## config.mk

```make
export PLATFORM = sky130hd
export DESIGN_NAME = or_and_pipe
export DESIGN_NICKNAME = d
export VERILOG_FILES = /design/src/rtl/or_and_pkg.sv /design/src/rtl/or_and_func.sv /design/src/rtl/or_and_pipe.sv
export SDC_FILE = /design/constraint.sdc
export NUM_CORES = 1
export LEC_CHECK = 0
export BUFFER_PORTS_ARGS = -buffer_cell sky130_fd_sc_hd__buf_2
export CORE_ASPECT_RATIO = 1.5
export CORE_MARGIN = 2
export CORE_UTILIZATION = 27
export DETAILED_ROUTE_END_ITERATION = 6
export SLEW_MARGIN = 20
export SYNTH_ARGS = -nofsm -noshare
export SYNTH_HDL_FRONTEND = slang
export SYNTH_SLANG_ARGS = --single-unit
```

## constraint.sdc

```tcl
create_clock -name clk -period 1.5 [get_ports clk]
set_input_delay 0.075 -clock clk [delete_from_list [all_inputs] [get_ports clk]]
set_output_delay 0.075 -clock clk [all_outputs]
set_load 0.005 [all_outputs]
```

## src/rtl/or_and_pkg.sv

```systemverilog
// Shared types for the OR/AND pipeline: function-select encoding, sweep FSM states
// and the truth-table width.
package or_and_pkg;

  localparam int TT_W = 8;

  typedef enum logic [1:0] {
    OR_AND   = 2'b00,
    AND_OR   = 2'b01,
    NOR_NAND = 2'b10,
    XOR_AND  = 2'b11
  } mode_e;

  typedef enum logic [1:0] {
    IDLE  = 2'b00,
    SWEEP = 2'b01,
    DONE  = 2'b10
  } sweep_state_e;

endpackage

```

## src/rtl/or_and_func.sv

```systemverilog
// Bitwise two-level logic function selected by mode; purely combinational.
module or_and_func
  import or_and_pkg::*;
#(
  parameter int W = 8
) (
  input  logic [W-1:0] a_i,
  input  logic [W-1:0] b_i,
  input  logic [W-1:0] c_i,
  input  mode_e        mode_i,
  output logic [W-1:0] y_o
);

  always_comb begin
    y_o = '0;
    unique case (mode_i)
      OR_AND:   y_o = (a_i | b_i) & c_i;
      AND_OR:   y_o = (a_i & b_i) | c_i;
      NOR_NAND: y_o = ~((a_i | b_i) & c_i);
      XOR_AND:  y_o = (a_i ^ b_i) & c_i;
      default:  y_o = '0;
    endcase
  end

endmodule

```

## src/rtl/or_and_pipe.sv

```systemverilog
// Two-stage valid/ready pipeline around or_and_func, plus a sweep FSM that
// captures the 1-bit truth table of a selected mode into tt.
//
// state | meaning
// IDLE  | waiting for sweep_start; pipeline accepts normally
// SWEEP | writes tt[i] for i = 0..7, one per cycle; new accepts blocked
// DONE  | one-cycle completion pulse on sweep_done
module or_and_pipe
  import or_and_pkg::*;
#(
  parameter int WIDTH = 8
) (
  input  logic             clk,
  input  logic             rst,
  input  logic             in_valid,
  output logic             in_ready,
  input  logic [WIDTH-1:0] a,
  input  logic [WIDTH-1:0] b,
  input  logic [WIDTH-1:0] c,
  input  logic [1:0]       mode,
  output logic             out_valid,
  input  logic             out_ready,
  output logic [WIDTH-1:0] e,
  input  logic             sweep_start,
  output logic             sweep_busy,
  output logic             sweep_done,
  output logic [TT_W-1:0]  tt,
  output logic [15:0]      res_count
);

  logic             s1_valid_q, s2_valid_q;
  logic [WIDTH-1:0] s1_a_q, s1_b_q, s1_c_q;
  mode_e            s1_mode_q;
  logic [WIDTH-1:0] e_q, func_y;
  logic [15:0]      res_cnt_q;

  sweep_state_e     state_q, state_d;
  logic [2:0]       idx_q, idx_d;
  mode_e            smode_q, smode_d;
  logic [TT_W-1:0]  tt_q, tt_d;
  logic             sw_y;

  logic accept, adv2, out_fire;

  // A sweep request in IDLE takes priority over an operand set in the same cycle.
  assign in_ready = !rst && (state_q != SWEEP)
                  && (!s1_valid_q || !s2_valid_q || out_ready)
                  && !(state_q == IDLE && sweep_start);
  assign accept   = in_valid && in_ready;
  assign out_fire = s2_valid_q && out_ready;
  assign adv2     = s1_valid_q && (!s2_valid_q || out_ready);

  or_and_func #(.W(WIDTH)) u_func (
    .a_i(s1_a_q), .b_i(s1_b_q), .c_i(s1_c_q), .mode_i(s1_mode_q), .y_o(func_y)
  );

  or_and_func #(.W(1)) u_sweep_func (
    .a_i(idx_q[1]), .b_i(idx_q[0]), .c_i(idx_q[2]), .mode_i(smode_q), .y_o(sw_y)
  );

  always_ff @(posedge clk) begin
    if (rst) begin
      s1_valid_q <= 1'b0;
      s1_a_q     <= '0;
      s1_b_q     <= '0;
      s1_c_q     <= '0;
      s1_mode_q  <= OR_AND;
      s2_valid_q <= 1'b0;
      e_q        <= '0;
      res_cnt_q  <= '0;
    end else begin
      if (accept) begin
        s1_valid_q <= 1'b1;
        s1_a_q     <= a;
        s1_b_q     <= b;
        s1_c_q     <= c;
        s1_mode_q  <= mode_e'(mode);
      end else if (adv2) begin
        s1_valid_q <= 1'b0;
      end
      if (adv2) begin
        s2_valid_q <= 1'b1;
        e_q        <= func_y;
      end else if (out_ready) begin
        s2_valid_q <= 1'b0;
      end
      if (out_fire) res_cnt_q <= res_cnt_q + 16'd1;
    end
  end

  always_ff @(posedge clk) begin
    if (rst) begin
      state_q <= IDLE;
      idx_q   <= '0;
      smode_q <= OR_AND;
      tt_q    <= '0;
    end else begin
      state_q <= state_d;
      idx_q   <= idx_d;
      smode_q <= smode_d;
      tt_q    <= tt_d;
    end
  end

  always_comb begin
    state_d = state_q;
    idx_d   = idx_q;
    smode_d = smode_q;
    tt_d    = tt_q;
    unique case (state_q)
      IDLE: begin
        if (sweep_start) begin
          state_d = SWEEP;
          smode_d = mode_e'(mode);
          idx_d   = '0;
        end
      end
      SWEEP: begin
        tt_d[idx_q] = sw_y;
        idx_d       = idx_q + 3'd1;
        if (idx_q == 3'd7) state_d = DONE;
      end
      DONE:    state_d = IDLE;
      default: state_d = IDLE;
    endcase
  end

  assign out_valid  = s2_valid_q;
  assign e          = e_q;
  assign res_count  = res_cnt_q;
  assign tt         = tt_q;
  assign sweep_busy = (state_q == SWEEP);
  assign sweep_done = (state_q == DONE);

endmodule

```

# Word-level counts from Yosys, hierarchy flattened
# Index checks and enable logic that the tools add are counted.
dict set report word_totals {
  inputBits 31
  ff_bits 67
  out_inout_bits 36
}
dict set report classes {
  n_addsub 2
  bitwise 14
  n_reduce_logical 24
  n_eq_ne 12
  n_mux 14
  n_lt_le_gt_ge 2
}
# cell count
set op_table {}
lappend op_table {{$pmux 8 s4} 1}
lappend op_table {{$and 8x8->8} 3}
lappend op_table {{$add 16x1->16 const B} 1}
lappend op_table {{$or 8x8->8} 2}
lappend op_table {{$eq 2x2->1 const B} 5}
lappend op_table {{$bwmux 8} 1}
lappend op_table {{$logic_and 1x1->1} 8}
lappend op_table {{$not 8->8} 1}
lappend op_table {{$xor 8x8->8} 1}
lappend op_table {{$eq 2x1->1 const B} 3}
lappend op_table {{$logic_not 2->1} 3}
lappend op_table {{$pmux 3 s2} 1}
lappend op_table {{$reduce_and 2->1} 3}
lappend op_table {{$reduce_bool 2->1} 3}
lappend op_table {{$mux 1} 5}
lappend op_table {{$logic_not 1->1} 4}
lappend op_table {{$lt 3x4->1 const B} 1}
lappend op_table {{$mux 2} 2}
lappend op_table {{$ne 2x1->1 const B} 2}
lappend op_table {{$pmux 1 s4} 1}
lappend op_table {{$pmux 2 s2} 1}
lappend op_table {{$add 3x1->3 const B} 1}
lappend op_table {{$and 1x1->1} 3}
lappend op_table {{$demux 1 s3} 1}
lappend op_table {{other kinds (8)} 11}

# Depth between registers and ports, before layout
# Gate-level depths: netlist (run 1).
dict set report depth {
  ltp_word 7
  mapped_depth 6
  ltp_nobuf 6
}

# Hierarchy
# Synthesis (run 1) repeated with hierarchy kept, for this count alone.
dict set report unflattened {
  cells_unflattened 381
  area_unflattened_um2 3480.8
}
# module seq_area_each_um2 area_each_um2 instances cells_each
set by_module_without_submodules {}
lappend by_module_without_submodules {or_and_pipe 1341.3 2870.3 1 302}
lappend by_module_without_submodules {{or_and_func at u_func} 0.0 536.8 1 69}
lappend by_module_without_submodules {{or_and_func at u_sweep_func} 0.0 73.8 1 10}

# Least setup slack after synthesis (run 1)
# No wires, ideal clock.
dict set report synth_timing {
  path_kind {register to register}
  startpoint {register idx_q[1]}
  endpoint {register tt_q[3], in the netlist tt[3]}
  setup_time_ns 0.101
  path_slack_ns -0.163
  path_buffers 0
  required_time_ns 1.399
  t_arrival_ns 1.562
  path_stages_with_launch 7
  cell_sequence {dfxtp_1 ha_1 inv_1 ha_1 o211ai_1 o21ai_0 o41ai_1}
}
dict set report synth_via {
  elab_chain_len 5
  elab_cells_between_ends 14
  cone_classes {order compare (2); mux (4); bitwise (7); reduce/logical (1)}
}
# item line
set synth_rtl {}
lappend synth_rtl {{start: declaration} or_and_pipe.sv:38} ;# logic [2:0] idx_q, idx_d;
lappend synth_rtl {{start signal: assignment} or_and_pipe.sv:99} ;# idx_q <= idx_d;
lappend synth_rtl {{$lt 3x4->1 (not written as such), or another cell as far along} or_and_pipe.sv:119} ;# tt_d[idx_q] = sw_y;
lappend synth_rtl {{$logic_and 1x1->1 (not written as such) or $and 1x1->1 (tied branches)} {or_and_pipe.sv:119, or_and_func.sv:17, or_and_func.sv:19}}
lappend synth_rtl {{$mux 1 (not written as such) or $not 1->1 (tied branches)} {or_and_pipe.sv:119, or_and_func.sv:19}}
lappend synth_rtl {{$demux 1 s3 or $pmux 1 s4 (tied branches)} {or_and_pipe.sv:119, or_and_func.sv:16}}
lappend synth_rtl {{$bwmux 8 (*)} or_and_pipe.sv:119}
lappend synth_rtl {{end signal: assignment} or_and_pipe.sv:101} ;# tt_q <= tt_d;
lappend synth_rtl {{end: declaration} or_and_pipe.sv:40} ;# logic [TT_W-1:0] tt_q, tt_d;
# Mark *: on every way between the ends. The rest lies on a longest branch, timed or not.
# A chain may end at the register's enable or synchronous reset.

# Worst setup path after layout (run 1)
dict set report layout_timing {
  startpoint {register idx_q[0]}
  endpoint {register tt_q[5], in the netlist tt[5]}
}
# Same word-level chain as after synthesis.

==> results of run 1 <==
[critical path, delay by kind of cell, from the launching register on]
kind / cells / cell delay [ps]
AO/OA/AOI/OAI: 3 / 560
buffers and inverters: 2 / 200
adder cells (fa/ha/maj): 2 / 280
flip-flops: 1 / 380
[per-layer routing]
metal | part of all wire (%) | vias to the layer above | routed length, um | track usage (%)
li1 | - | 1527 | - | -
met1 | 44 | 1346 | 3620 | 14.9
met2 | 50 | 64 | 4080 | 22.3
met3 | 4.1 | 12 | 335 | 2.17
met4 | 2.3 | 0 | 188 | 7.03
met5 | 0 | - | 0 | 0
[final cells by class]
type                       instances  area share [%]
clock buffer                      13            5.33
multi-input combinational        261            39.5
clock inverter                     3           0.333
sequential                        67            30.1
tap                              150            4.16
timing repair buffer             118            18.1
inverter                          30            2.50
[cells in the mapped netlist]
| library cell | count |
|---|---|
| sky130_fd_sc_hd__xnor2_1 | 5 |
| sky130_fd_sc_hd__and3b_1 | 1 |
| sky130_fd_sc_hd__a22oi_1 | 2 |
| sky130_fd_sc_hd__clkinv_1 | 1 |
| sky130_fd_sc_hd__o21ai_1 | 1 |
| sky130_fd_sc_hd__nor2b_1 | 7 |
| sky130_fd_sc_hd__or3b_1 | 1 |
| sky130_fd_sc_hd__nand2b_1 | 13 |
| sky130_fd_sc_hd__nor3b_1 | 1 |
| sky130_fd_sc_hd__buf_2 | 10 |
| sky130_fd_sc_hd__dfxtp_1 | 67 |
| sky130_fd_sc_hd__clkbuf_1 | 8 |
| sky130_fd_sc_hd__and4_1 | 3 |
| sky130_fd_sc_hd__a31oi_1 | 7 |
| sky130_fd_sc_hd__and3_1 | 2 |
| sky130_fd_sc_hd__or3_1 | 3 |
| sky130_fd_sc_hd__or4_1 | 3 |
| sky130_fd_sc_hd__xor2_1 | 7 |
| sky130_fd_sc_hd__and2b_1 | 2 |
| sky130_fd_sc_hd__nor4_1 | 2 |
| sky130_fd_sc_hd__o211ai_1 | 7 |
| sky130_fd_sc_hd__ha_1 | 21 |
| sky130_fd_sc_hd__nand4_1 | 6 |
| sky130_fd_sc_hd__nand2_1 | 48 |
| sky130_fd_sc_hd__a21oi_1 | 12 |
| sky130_fd_sc_hd__and2_1 | 1 |
| sky130_fd_sc_hd__a21boi_0 | 7 |
| sky130_fd_sc_hd__mux2_2 | 7 |
| sky130_fd_sc_hd__o311ai_0 | 2 |
| sky130_fd_sc_hd__buf_1 | 3 |
| sky130_fd_sc_hd__o41ai_1 | 3 |
| sky130_fd_sc_hd__a21o_1 | 1 |
| sky130_fd_sc_hd__o31ai_1 | 17 |
| sky130_fd_sc_hd__nand3_1 | 6 |
| sky130_fd_sc_hd__inv_1 | 29 |
| sky130_fd_sc_hd__mux2i_1 | 4 |
| sky130_fd_sc_hd__and4bb_2 | 1 |
| sky130_fd_sc_hd__o21ai_0 | 34 |
| sky130_fd_sc_hd__nor2_1 | 20 |
| sky130_fd_sc_hd__o21bai_1 | 1 |
| sky130_fd_sc_hd__nor3_1 | 3 |
[what timing repair did]
| item | 4_1_cts | 5_1_grt |
|---|---|---|
| buffers inserted | 0 | 5 |
| setup endpoints to repair | 1 | 41 |
| gates resized for setup | 1 | 24 |
| pin swaps | 0 | 4 |
| endpoints found under the hold margin | 26 | 0 |
| gates cloned | 0 | 1 |
| hold buffers | 26 | 0 |
[stage by stage]
| step | hold WS, ps | setup TNS [ps] | utilization (%) | instance area [sq um] |
|---|---|---|---|---|
| after floorplan | 183 | 0 | - | 3240 |
| after global placement | 272 | 0 | 33.1 | 3830 |
| after detailed placement | 275 | -66.9 | 33.1 | 3830 |
| after CTS | 9.76 | 0 | 37.6 | 4360 |
| after global routing | 26.9 | -430 | 38.9 | 4510 |
| final | 9.81 | -5.98 | 38.9 | 4510 |
[power breakdown]
part	switching, uW	total, uW	internal, uW
Combinational	195	399	204
Clock	747	1860	1110
Sequential	41.3	1880	1830
[final timing paths]
check / from / to / slack [ps]
max: idx_q[0] / tt[5] / -4
min: rst / idx_q[0] / 10
max reg2reg: idx_q[0] / tt[5] / -4
min reg2reg: s1_valid_q / out_valid / 440
[kinds of logic after synthesis]
| logic type | after synthesis |
|---|---|
| XOR/XNOR | 12 |
| AND/OR/NAND/NOR | 123 |
| multiplexers | 11 |
| flip-flops | 67 |
| AO/OA/AOI/OAI | 94 |
| buffers and inverters | 51 |
| adder cells (fa/ha/maj) | 21 |
[state kept, by name (all words and copies together) (netlist names)]
name and count:
idx_q 3, tt 8, s1_mode_q 2, s1_a_q 8, e 8, out_valid 1
res_count 16, state_q 2, smode_q 2, s1_valid_q 1, s1_c_q 8, s1_b_q 8
==> metrics.txt, run 1 <==
# TYPE chip_impl_metric gauge
chip_impl_info{name="run_status",value="finished with violations"} 1
chip_impl_info{name="violated_checks",value="setup timing"} 1
chip_impl_metric{name="core",unit="sq um"} 11600
chip_impl_metric{name="ff_latch_area",unit="sq um"} 1360
chip_impl_metric{name="skew",unit="ps"} 5.24
chip_impl_metric{name="power_per_cell_area",unit="nW/um^2"} 917
chip_impl_metric{name="fp.dieArea",unit="sq um"} 12900
chip_impl_metric{name="critPathArrivalTime",unit="ps"} 1740
chip_impl_metric{name="worst-slew-pin-transition",unit="ps"} 522
chip_impl_metric{name="detail_route.iter0.violations",unit=""} 95
chip_impl_metric{name="netlist_area",unit="sq um"} 3230
chip_impl_metric{name="drt_drc_violations_left",unit=""} 0
chip_impl_metric{name="total_number_of_placement_rows",unit=""} 48
chip_impl_metric{name="final_max_slew_viol_count",unit=""} 0
chip_impl_metric{name="first_global_vias",unit=""} 2791
chip_impl_metric{name="clk_pin_slew_worst_paths",unit="ps"} 60
chip_impl_metric{name="dr_total_vias",unit=""} 2949
chip_impl_metric{name="yosysWarningCount",unit=""} 0
chip_impl_info{name="worst_path_most_repeated_cell",value="sky130_fd_sc_hd__ha_4"} 1
chip_impl_metric{name="finalNetCount",unit=""} 539
chip_impl_metric{name="synth.yosys.seq_area_share",unit="%"} 41.5
chip_impl_metric{name="max_cap_violation_count",unit=""} 0
chip_impl_info{name="layout.cells.most_common_list",value="sky130_fd_sc_hd__buf_2 (66), sky130_fd_sc_hd__dfxtp_1 (60), sky130_fd_sc_hd__nand2_1 (48)"} 1
chip_impl_metric{name="timing.final.ws_setup",unit="ps"} -4.34
chip_impl_metric{name="muxShareOfSynthArea",unit="%"} 3.68
chip_impl_metric{name="fp.dieW",unit="um"} 93.3
chip_impl_info{name="cell_with_the_largest_stage_delay_on_the_worst_path",value="sky130_fd_sc_hd__dfxtp_4"} 1
chip_impl_metric{name="max_stage_delay",unit="ps"} 380
chip_impl_metric{name="yosys.cell_types.count",unit=""} 41
chip_impl_metric{name="synth_adder_area_share",unit="%"} 8.13
chip_impl_metric{name="final_period_minus_worst_setup_slack",unit="ps"} 1500
chip_impl_metric{name="syn_nets",unit=""} 431
chip_impl_metric{name="grt_use_total",unit="%"} 12.9
chip_impl_metric{name="die_y",unit="um"} 138
chip_impl_metric{name="p_leak",unit="uW"} 0.00186
chip_impl_metric{name="grt_max_degree",unit=""} 54
chip_impl_metric{name="cts.sink_count",unit=""} 67
chip_impl_metric{name="n_antenna_cell",unit=""} 0
chip_impl_info{name="dominant_combinational_cell_family_by_area_after_synthesis",value="simple AND/OR/NAND/NOR gates"} 1
chip_impl_metric{name="final_antenna_net_count",unit=""} 0
chip_impl_metric{name="grt-ovfl-total",unit=""} 0
chip_impl_metric{name="final_layout_size_suffix_gt1_share",unit="%"} 27.6
chip_impl_metric{name="min_path_cells",unit=""} 2
chip_impl_info{name="netlist.top_cell.by_area",value="sky130_fd_sc_hd__dfxtp_1"} 1
chip_impl_metric{name="buffer_ports.inserted",unit=""} 66
chip_impl_metric{name="worst_skew_pair.late_latency",unit="ps"} 330
chip_impl_metric{name="finalPower",unit="uW"} 4130
chip_impl_metric{name="global_route_wire_length_before_repair",unit="mm"} 13.0
chip_impl_metric{name="detailed_route_wire_length",unit="mm"} 8.22
chip_impl_metric{name="synth_area_in_compound_gates",unit="%"} 18.1
chip_impl_metric{name="per_cell_routed_wire_length",unit="um"} 12.8
chip_impl_metric{name="dp_cell_count",unit=""} 594
chip_impl_metric{name="n_fill_cell",unit=""} 1172
chip_impl_info{name="critical_path.startpoint_type",value="register"} 1
chip_impl_info{name="hold_path_class",value="in -> reg"} 1
chip_impl_metric{name="yosys.area.top_type_share",unit="%"} 41.5
chip_impl_info{name="worstSetupPathType",value="reg -> reg"} 1
chip_impl_metric{name="required",unit="ps"} 1740
chip_impl_metric{name="area_growth",unit="%"} 39.5
chip_impl_info{name="worstPathCellList",value="ha_4 > inv_2 > ha_4 > o211ai_1 > o21ai_2 > buf_4 > o41ai_1"} 1
chip_impl_metric{name="cts-buffers-inserted",unit=""} 9
chip_impl_metric{name="place_hpwl",unit="mm"} 5.70
chip_impl_metric{name="reg2regPathDepth",unit=""} 7
chip_impl_metric{name="viasPerCell",unit=""} 4.59
chip_impl_metric{name="floorplan.initialDensity",unit="%"} 27.9
chip_impl_metric{name="hold_viol",unit=""} 0
chip_impl_metric{name="synth_simple_gate_area_share",unit="%"} 19.0
chip_impl_metric{name="clock.fmax",unit="MHz"} 665
chip_impl_info{name="top_cells_by_area_synth",value="sky130_fd_sc_hd__dfxtp_1 (42%), sky130_fd_sc_hd__ha_1 (8.1%), sky130_fd_sc_hd__nand2_1 (5.6%)"} 1
chip_impl_metric{name="synth.ff_latch_count",unit=""} 67
chip_impl_info{name="cts_tree",value="built"} 1
chip_impl_metric{name="slew_headroom",unit="%"} 65.2
chip_impl_metric{name="detailedRoute.firstPassIterationCount",unit=""} 4
chip_impl_metric{name="pre_cts_ws",unit="ps"} -66.9
chip_impl_metric{name="io_pins",unit=""} 67
chip_impl_info{name="layout.cells.most_common",value="sky130_fd_sc_hd__buf_2"} 1
chip_impl_metric{name="avgSynthCellArea",unit="sq um"} 8.53
chip_impl_metric{name="worstPathMaxFanout",unit=""} 5
chip_impl_metric{name="final-instance-count-excl-fill",unit=""} 642
chip_impl_metric{name="clock_tree.htree_level_count",unit=""} 3
chip_impl_metric{name="xor_xnor_portion_of_the_synthesized_cell_area",unit="%"} 3.25
chip_impl_info{name="clk_root_buffer_cell",value="sky130_fd_sc_hd__clkbuf_16"} 1
chip_impl_info{name="end_kind",value="register"} 1
chip_impl_info{name="grt_setup_unrepaired",value="true"} 1
chip_impl_metric{name="cts.path.max_buffers",unit=""} 2
chip_impl_metric{name="grt_antenna_before_repair",unit=""} 0
chip_impl_metric{name="final.period_utilization",unit="%"} 100
chip_impl_metric{name="vdd.ir_drop.worst",unit="V"} 0.000439
chip_impl_metric{name="place_congestion",unit=""} 0.757
chip_impl_metric{name="gate_count_after_technology_mapping",unit=""} 379
chip_impl_metric{name="multiInputGateArea",unit="sq um"} 1780
chip_impl_metric{name="finalSetupViolCount",unit=""} 2
Note: power is estimated with default switching activity, not from simulation.
==> run 2: changes to the inputs <==
--- a/config.mk
+++ b/config.mk
@@ -6,10 +6,13 @@
 export NUM_CORES = 1
 export LEC_CHECK = 0
 export BUFFER_PORTS_ARGS = -buffer_cell sky130_fd_sc_hd__buf_2
+export CELL_PAD_IN_SITES_DETAIL_PLACEMENT = 0
+export CELL_PAD_IN_SITES_GLOBAL_PLACEMENT = 1
 export CORE_ASPECT_RATIO = 1.5
 export CORE_MARGIN = 2
 export CORE_UTILIZATION = 27
 export DETAILED_ROUTE_END_ITERATION = 6
+export PLACE_DENSITY_LB_ADDON = 0.1
 export SLEW_MARGIN = 20
 export SYNTH_ARGS = -nofsm -noshare
 export SYNTH_HDL_FRONTEND = slang
==> constraint.sdc (replaced) <==
create_clock -name clk -period 1.5 [get_ports clk]
set_input_delay 0.075 -clock clk [delete_from_list [all_inputs] [get_ports clk]]
set_output_delay 0.075 -clock clk [all_outputs]
set_load 0.1 [all_outputs]
==> metrics.txt, run 2 (synthesized netlist as in run 1, its figures left out) <==
# TYPE chip_impl_metric gauge
chip_impl_metric{name="cts.sink_count",unit=""} 67
chip_impl_metric{name="detail_route.iter0.violations",unit=""} 84
chip_impl_metric{name="io_pins",unit=""} 67
chip_impl_metric{name="largest_reg_flops",unit=""} 16
chip_impl_info{name="end_kind",value="primary output"} 1
chip_impl_metric{name="drt_drc_violations_left",unit=""} 0
chip_impl_metric{name="cts-buffers-inserted",unit=""} 9
chip_impl_metric{name="final_antenna_net_count",unit=""} 0
chip_impl_metric{name="viasPerCell",unit=""} 4.56
chip_impl_metric{name="fin_util",unit="%"} 39.1
chip_impl_metric{name="clock_tree.htree_level_count",unit=""} 3
chip_impl_info{name="worstSetupPathType",value="reg -> out"} 1
chip_impl_metric{name="clock.fmax",unit="MHz"} 691
chip_impl_metric{name="skew",unit="ps"} 5.89
chip_impl_metric{name="n_antenna_cell",unit=""} 0
chip_impl_metric{name="final.period_utilization",unit="%"} 96.4
chip_impl_metric{name="area_growth",unit="%"} 40.2
chip_impl_metric{name="buffer_ports.inserted",unit=""} 66
chip_impl_info{name="grt_setup_unrepaired",value="true"} 1
chip_impl_metric{name="grt_use_total",unit="%"} 13.5
chip_impl_metric{name="global_route_wire_length_before_repair",unit="mm"} 13.4
chip_impl_metric{name="detailedRoute.firstPassIterationCount",unit=""} 4
chip_impl_info{name="cts_tree",value="built"} 1
chip_impl_metric{name="clk_pin_slew_worst_paths",unit="ps"} 50
chip_impl_metric{name="grt_antenna_before_repair",unit=""} 0
chip_impl_metric{name="critPathArrivalTime",unit="ps"} 1370
chip_impl_metric{name="finalSetupViolCount",unit=""} 0
chip_impl_metric{name="slew_headroom",unit="%"} 66.8
chip_impl_metric{name="cts.path.max_buffers",unit=""} 2
chip_impl_metric{name="worst-slew-pin-transition",unit="ps"} 502
chip_impl_metric{name="finalNetCount",unit=""} 531
chip_impl_info{name="run_status",value="finished clean"} 1
chip_impl_info{name="hold_path_class",value="in -> reg"} 1
chip_impl_metric{name="vdd.ir_drop.worst",unit="V"} 0.000462
chip_impl_metric{name="reg2reg_setup_slack",unit="ps"} 100
chip_impl_metric{name="floorplan.initialDensity",unit="%"} 27.9
chip_impl_info{name="layout.cells.most_common",value="sky130_fd_sc_hd__buf_2"} 1
chip_impl_metric{name="fp.dieW",unit="um"} 93.3
chip_impl_metric{name="detailed_route_wire_length",unit="mm"} 8.25
chip_impl_info{name="clk_root_buffer_cell",value="sky130_fd_sc_hd__clkbuf_16"} 1
chip_impl_metric{name="worstPathMaxFanout",unit=""} 6
chip_impl_metric{name="fp.dieArea",unit="sq um"} 12900
chip_impl_metric{name="total_number_of_placement_rows",unit=""} 48
chip_impl_metric{name="per_cell_routed_wire_length",unit="um"} 13.0
chip_impl_metric{name="max_cap_violation_count",unit=""} 0
chip_impl_metric{name="grt-ovfl-total",unit=""} 0
chip_impl_metric{name="required",unit="ps"} 1420
chip_impl_metric{name="first_global_vias",unit=""} 2816
chip_impl_info{name="layout.cells.most_common_list",value="sky130_fd_sc_hd__buf_2 (64), sky130_fd_sc_hd__dfxtp_1 (47), sky130_fd_sc_hd__nand2_1 (46)"} 1
chip_impl_metric{name="grt_max_degree",unit=""} 42
chip_impl_metric{name="power_per_cell_area",unit="nW/um^2"} 931
chip_impl_metric{name="place_hpwl",unit="mm"} 5.76
chip_impl_metric{name="tns",unit="ps"} 0
chip_impl_metric{name="p_leak",unit="uW"} 0.00185
chip_impl_metric{name="final_max_slew_viol_count",unit=""} 0
chip_impl_metric{name="dr_total_vias",unit=""} 2893
chip_impl_metric{name="final_layout_size_suffix_gt1_share",unit="%"} 29.8
chip_impl_info{name="critical_path.startpoint_type",value="register"} 1
chip_impl_metric{name="core",unit="sq um"} 11600
chip_impl_metric{name="hold_viol",unit=""} 0
chip_impl_metric{name="worst_skew_pair.late_latency",unit="ps"} 330
chip_impl_metric{name="final_period_minus_worst_setup_slack",unit="ps"} 1450
chip_impl_metric{name="die_y",unit="um"} 138
chip_impl_metric{name="place_congestion",unit=""} 0.728
-- run 2: cell types whose count changed in the layout (fill, tap and decap cells not counted), sizes merged --
cell,previous run,this run
buf,91,84
clkbuf,14,13
clkinv,4,5
dlygate4sd3,26,25
-- run 2: where the power goes --
group	switching (uW)	internal [uW]	leakage, uW
Sequential	42.8	1810	0.000559
Combinational	312	208	0.00117
Clock	748	1100	0.000125
Total	1100	3120	0.00185
-- run 2: per-layer routing --
layer	track usage [%]	up-vias	part of all wire [%]
met4	5.56	0	1.4
met3	3.80	8	4.3
met1	16.1	1327	45
met5	0	-	0
li1	-	1510	-
met2	22.7	48	49
-- run 2: worst paths after layout --
path | from | endpoint | cells past startpoint
max reg2reg | out_valid | s1_a_q[7] | 5
min reg2reg | s1_valid_q | out_valid | 2
max | state_q[0] | in_ready | 5
min | mode[1] | s1_mode_q[1] | 3
-- run 2: final cells by class --
| class | instances | area [sq um] |
|---|---|---|
| Tap cell | 150 | 188 |
| Clock inverter | 4 | 17.5 |
| Clock buffer | 12 | 236 |
| Timing Repair Buffer | 110 | 766 |
| Fill cell | 1208 | 7060 |
| Sequential cell | 67 | 1410 |
| Multi-Input combinational cell | 261 | 1800 |
| Inverter | 30 | 113 |
-- run 2: repair_timing --
action,4_1_cts,5_1_grt
endpoints found under the hold margin,25,0
gates cloned,0,0
gates resized for setup,2,17
buffers inserted,1,0
pin swaps,3,3
hold buffers,25,0
endpoints found under the setup margin,3,7
-- run 2: worst max-delay path: stages (launching register included) --
cell                       delay, ps
sky130_fd_sc_hd__dfxtp_4         360
sky130_fd_sc_hd__o21bai_1        180
sky130_fd_sc_hd__buf_4           150
sky130_fd_sc_hd__nand2_2          60
sky130_fd_sc_hd__nor2_4          120
sky130_fd_sc_hd__buf_12          180
-- run 2: metrics by stage --
stage	std cells	hold slack [ps]	instance area (sq um)	setup slack, ps	power, uW
detailed placement	592	272	3940	7.51	2350
global route	634	10.4	4530	-19.0	4430
global placement	592	272	3940	41.6	2350
finish	634	4.88	4530	53.8	4220
CTS	634	0.862	4450	5.75	4290
floorplan	379	183	3380	-80.1	2200
